**config.mk**
```make
export PLATFORM = sky130hd
export DESIGN_NAME = layer_act_buffer
export DESIGN_NICKNAME = d
export VERILOG_FILES = /design/src/rtl/layer_act_buffer.sv
export SDC_FILE = /design/constraint.sdc
export NUM_CORES = 2
export LEC_CHECK = 0
export ABC_CLOCK_PERIOD_IN_PS = 2400
export BUFFER_PORTS_ARGS = -buffer_cell sky130_fd_sc_hd__buf_4
export CORE_ASPECT_RATIO = 2
export CORE_UTILIZATION = 53
export CTS_CLUSTER_DIAMETER = 80
export CTS_CLUSTER_SIZE = 12
export DETAILED_ROUTE_END_ITERATION = 7
export PLACE_DENSITY_LB_ADDON = 0.12
export SLEW_MARGIN = 20
export SYNTH_ARGS = -nofsm -noshare
export SYNTH_HDL_FRONTEND = slang
export SYNTH_SLANG_ARGS = --single-unit
```
**constraint.sdc**
```tcl
create_clock -name clk -period 2.4 [get_ports clk]
set_input_delay 0.12 -clock clk [delete_from_list [all_inputs] [get_ports clk]]
set_output_delay 0.12 -clock clk [all_outputs]
set_load 0.02 [all_outputs]
```
**src/rtl/layer_act_buffer.sv**
```systemverilog
// layer_act_buffer
// Ping-pong activation buffer feeding a layer's combinational node array.
// Serial float32 words arrive one per handshake. Every N words are assembled
// into one of two banks, and each completed frame is held on a flat parallel
// bus until the consumer acknowledges it. While one bank is held, the other
// bank can load the next frame.
//
// Ports
//   clk, rst_n         : clock; asynchronous active-low reset
//   in_data/in_valid   : incoming activation word
//   in_last            : final word of a frame (qualified by in_valid)
//   in_ready           : a word can be accepted this cycle
//   a_flat             : frame bus; word k sits at [k*W +: W]; zero when not valid
//   out_valid          : a_flat holds a complete frame
//   out_ack            : consumer is done with the frame and releases it
//   frame_err          : one-cycle pulse when a malformed frame is discarded
//   frame_cnt          : number of frames released (wraps at 2^16)
module layer_act_buffer #(
    parameter int N = 30,
    parameter int W = 32
) (
    input  logic           clk,
    input  logic           rst_n,
    input  logic [W-1:0]   in_data,
    input  logic           in_valid,
    input  logic           in_last,
    output logic           in_ready,
    output logic [N*W-1:0] a_flat,
    output logic           out_valid,
    input  logic           out_ack,
    output logic           frame_err,
    output logic [15:0]    frame_cnt
);
    localparam int IW = (N > 1) ? $clog2(N) : 1;

    logic [1:0][N-1:0][W-1:0] bank;
    logic [1:0]               full, full_nxt;
    logic                     wr_bank, rd_bank;
    logic [IW-1:0]            wr_idx;
    logic                     dropping;   // discarding the tail of a long frame
    logic                     acc, wr_en, rel, at_end, set_full, err_now;

    // A dropping writer always targets a non-full bank, so ready is held high
    // until the tail of the long frame has been consumed.
    assign in_ready  = dropping | ~full[wr_bank];
    assign acc       = in_valid & in_ready;
    assign wr_en     = acc & ~dropping;
    assign at_end    = (wr_idx == IW'(N - 1));
    assign rel       = out_ack & full[rd_bank];
    assign out_valid = full[rd_bank];
    // Gate the bus so the downstream ReLU nodes see a defined 0 between frames.
    assign a_flat    = out_valid ? bank[rd_bank] : '0;

    always_comb begin
        set_full = 1'b0;
        err_now  = 1'b0;
        if (wr_en) begin
            if (in_last) begin
                if (at_end) set_full = 1'b1;
                else        err_now  = 1'b1;   // short frame
            end else if (at_end) begin
                err_now = 1'b1;                // long frame
            end
        end
        // Completion and release always target different banks, so both apply.
        full_nxt = full;
        if (set_full) full_nxt[wr_bank] = 1'b1;
        if (rel)      full_nxt[rd_bank] = 1'b0;
    end

    always_ff @(posedge clk or negedge rst_n) begin
        if (!rst_n) begin
            bank <= '0;
        end else if (wr_en) begin
            for (int b = 0; b < 2; b++)
                for (int k = 0; k < N; k++)
                    if (wr_bank == 1'(b) && wr_idx == IW'(k))
                        bank[b][k] <= in_data;
        end
    end

    always_ff @(posedge clk or negedge rst_n) begin
        if (!rst_n) begin
            full      <= '0;
            wr_bank   <= 1'b0;
            rd_bank   <= 1'b0;
            wr_idx    <= '0;
            dropping  <= 1'b0;
            frame_err <= 1'b0;
            frame_cnt <= '0;
        end else begin
            full      <= full_nxt;
            frame_err <= err_now;
            if (acc) begin
                if (dropping) begin
                    if (in_last) dropping <= 1'b0;
                end else if (in_last) begin
                    // Good end or short frame: either way restart the bank.
                    wr_idx <= '0;
                    if (set_full) wr_bank <= ~wr_bank;
                end else if (at_end) begin
                    wr_idx   <= '0;
                    dropping <= 1'b1;
                end else begin
                    wr_idx <= wr_idx + IW'(1);
                end
            end
            if (rel) begin
                rd_bank   <= ~rd_bank;
                frame_cnt <= frame_cnt + 16'd1;
            end
        end
    end
endmodule
```
==> impl_metrics.ini <==
[run_status]
status = complete, but fails checks
violations = setup timing

[place]
io_buffers = 1015
dpl.hpwl_um = 173000
routabilityCongestion = 0.842

[yosys]
seq_area_frac_synth_pct = 55.8
synth.area.mux_share_pct = 36.0
synthesis.nets = 6627
syn-cell-area_um2 = 87300
synth_compound_area_share_pct = 0.0932
synth-edff-count = 0
synth_cells = 6582
ys_types = 44
ys_warn_count = 0
synth_top_area_cell = dfrtp_1
yosys.area_share.simple_pct = 4.95
synth_xor_area_share_pct = 0.161
postSynth.asyncResetShare_pct = 100
synthFlopType = dfrtp_1
synth_area_leaders = dfrtp_1 (56%), mux2_2 (24%), mux2i_1 (11%), nor2_1 (4.3%), clkbuf_1 (1.7%)
synth_top_family_by_area = multiplexers
synth_adder_area_share_pct = 0.115
synth_top_area_share_pct = 55.8
ys_ff_latch = 1947
avgSynthCellArea_um2 = 13.3

[timing]
fmax_mhz = 363
period_needed_ns = 2.76
rsz0062_at_grt = true
worst_slew_pin_slew_ns = 0.842
maxSlewViolCount = 0
fin_crit_sh_pct = 115
hold_viol = 0
timing.slew.headroom_pct = 43.9
worst_slack_ns = -0.359
skew_ns = 0.0482
setup_viol = 961

[cts]
cts_buffers = 188
clk_pin_slew_ns = 0.07
clock_latency_ns = 0.83
cts_max_level = 4
clock-sinks = 1947
cts_buffer_depth = 4
root_buffer = clkbuf_16
cts_tree = yes

[route]
drcViolationCount = 0
num_vias = 56900
antenna_left = 0
drt-initial-drc-count = 3356
viasPerCell = 5.85
dr.pass1.iters = 5
wl_per_cell_um = 27.9
drt-total-wl_um = 271000

[critical_path]
cp.arrival_ns = 2.64
slowest_delay_ns = 0.52
critPathSlowestCell = dfrtp_4
cp-end-kind = primary output
cp_data_required_time_ns = 2.28
crit_chain = buf_12 -> buf_16 -> buf_12 -> buf_16 -> mux2i_1 -> nor2_1 -> buf_4
crit_fanout = 15
cp-start-kind = register
critical_path_class = reg2out

[global_routing]
grtUsageTotal_pct = 31.6
overflow = 0
grt_pass1_vias = 58500
grt_antenna_before_repair = 6
grt_pass1_wl_um = 388000
grt_max_degree = 122

[run]
maxCapViolCount = 0

[finish]
syn2layout_area_growth_pct = 24.2
post-route-util_pct = 66.2
drive_gt1_share_pct = 51.5
fill_cells = 12100
nets = 7630

[pwr]
irDropWorstVdd_mv = 0.547
finalPower_mw = 67.5
powerDensity_nw_per_um2 = 623
p_leak_nw = 50.6

[die]
die_w_um = 289
rows = 210
start_util_pct = 53.3
dieArea_um2 = 166000
core_um2 = 164000
die_h_um = 576
io_pins = 1016

[hold_path]
min_path_type = in2reg
worst max-delay path: cells and delay by family, from the launching register on:
family,cells,cell delay (ns)
buffers and inverters,5,0.89
flip-flops,1,0.52
multiplexers,1,0.13
AND/OR/NAND/NOR,1,0.27
cells by family (layout without fill, tap and decap cells):
family	after synthesis	count (layout)
muxes	2883	2883
DFF	1947	1947
and+or+nand+nor	1101	1101
buffers and inverters	615	1626
xor gates and xnor gates	16	16
AOI/OAI and AO/OA	12	12
adders and majority gates	8	8
other	0	4
synthesized netlist by cell type (7+ instances only):
cell and n:
buf_1 96, buf_2 103, clkbuf_1 400, dfrtp_1 1947
ha_1 8, inv_1 7, mux2_2 1881, mux2_4 35
mux2i_1 962, nand2_1 28, nand3_1 23, nor2_1 1004
xnor2_1 9, xor2_1 7
report_power, final:
group | internal (mW) | switching [mW]
Sequential | 34.5 | 0.989
Clock | 13.9 | 12.0
Combinational | 2.63 | 3.53
Total | 51.0 | 16.5
sequential cells by signal, summed over array words and instances, names as in the netlist:
| signal | flops |
|---|---|
| wr_idx | 5 |
| bank | 1920 |
| frame_err | 1 |
| wr_bank | 1 |
| dropping | 1 |
| frame_cnt | 16 |
| rd_bank | 1 |
| full | 2 |
per-layer routing:
layer / vias to the layer above / GRT usage (%) / wire (µm)
met5: - / 0 / 48
met4: 8 / 11.7 / 10400
met3: 449 / 5.64 / 16000
met2: 1864 / 51.5 / 133000
met1: 30000 / 42.1 / 111000
li1: 24500 / - / -
stage by stage:
| stage | cells | setup WS, ns | hold WS, ns | setup TNS (ns) | area [µm²] |
|---|---|---|---|---|---|
| 6_report | 9717 | -0.359 | 0.00518 | -219.61 | 108000 |
| 5_1_grt | 9714 | -0.401 | 0.0251 | -294.12 | 108000 |
| 4_1_cts | 9650 | -0.419 | 0.00316 | -292.16 | 106000 |
| 3_5_place_dp | 9403 | 0.0588 | 0.160 | 0 | 99200 |
| 3_3_place_gp | 9403 | 0.0843 | 0.162 | 0 | 99200 |
| 2_1_floorplan | 6582 | 0.0861 | -0.176 | 0 | 87300 |
placed cells by master (no fill, tap or decap), types with 22 or more instances in the layout:
master / netlist / routed
buf_12: 3 / 111
buf_16: 0 / 48
buf_4: 1 / 1159
buf_6: 5 / 43
clkbuf_16: 0 / 221
dfrtp_1: 1947 / 1946
mux2_2: 1881 / 1881
mux2_4: 35 / 35
mux2i_1: 962 / 746
mux2i_2: 0 / 135
mux2i_4: 0 / 81
nand2_1: 28 / 22
nor2_1: 1004 / 861
nor2_2: 0 / 83
nor2_4: 0 / 60
final cells by class:
cell class              instances  area [µm²]  area share, %
diodes                          4        10.0        0.00923
clock buffers                 190        4730           4.37
clock inverters                 8        83.8         0.0773
inverters                       7        26.3         0.0242
multi-input cells            4020       38300           35.3
flip-flops and latches       1947       48700           44.9
well taps                    2120        2650           2.45
repair buffers               1421       13900           12.8
repair_timing:
item | CTS | global route
cloned | 15 | 40
pin swaps | 1 | 8
setup endpoints to repair | 961 | 960
gates resized for setup | 204 | 355
endpoints found under the hold margin | 1699 | 0
hold buffers | 22 | 0
buffers inserted | 12 | 25
worst paths after layout:
path,startpoint,to,cells past startpoint,slack [ns]
min in group asynchronous,rst_n,bank[503],3,0.20
min,in_data[21],bank[1365],2,0.005
max reg2reg,full[1],bank[1034],5,0.05
min reg2reg,frame_cnt[15],frame_cnt[15],1,0.47
max in group asynchronous,rst_n,bank[1253],4,1.47
max,rd_bank,a_flat[918],7,-0.36
Note: power is estimated with default switching activity, not from simulation.
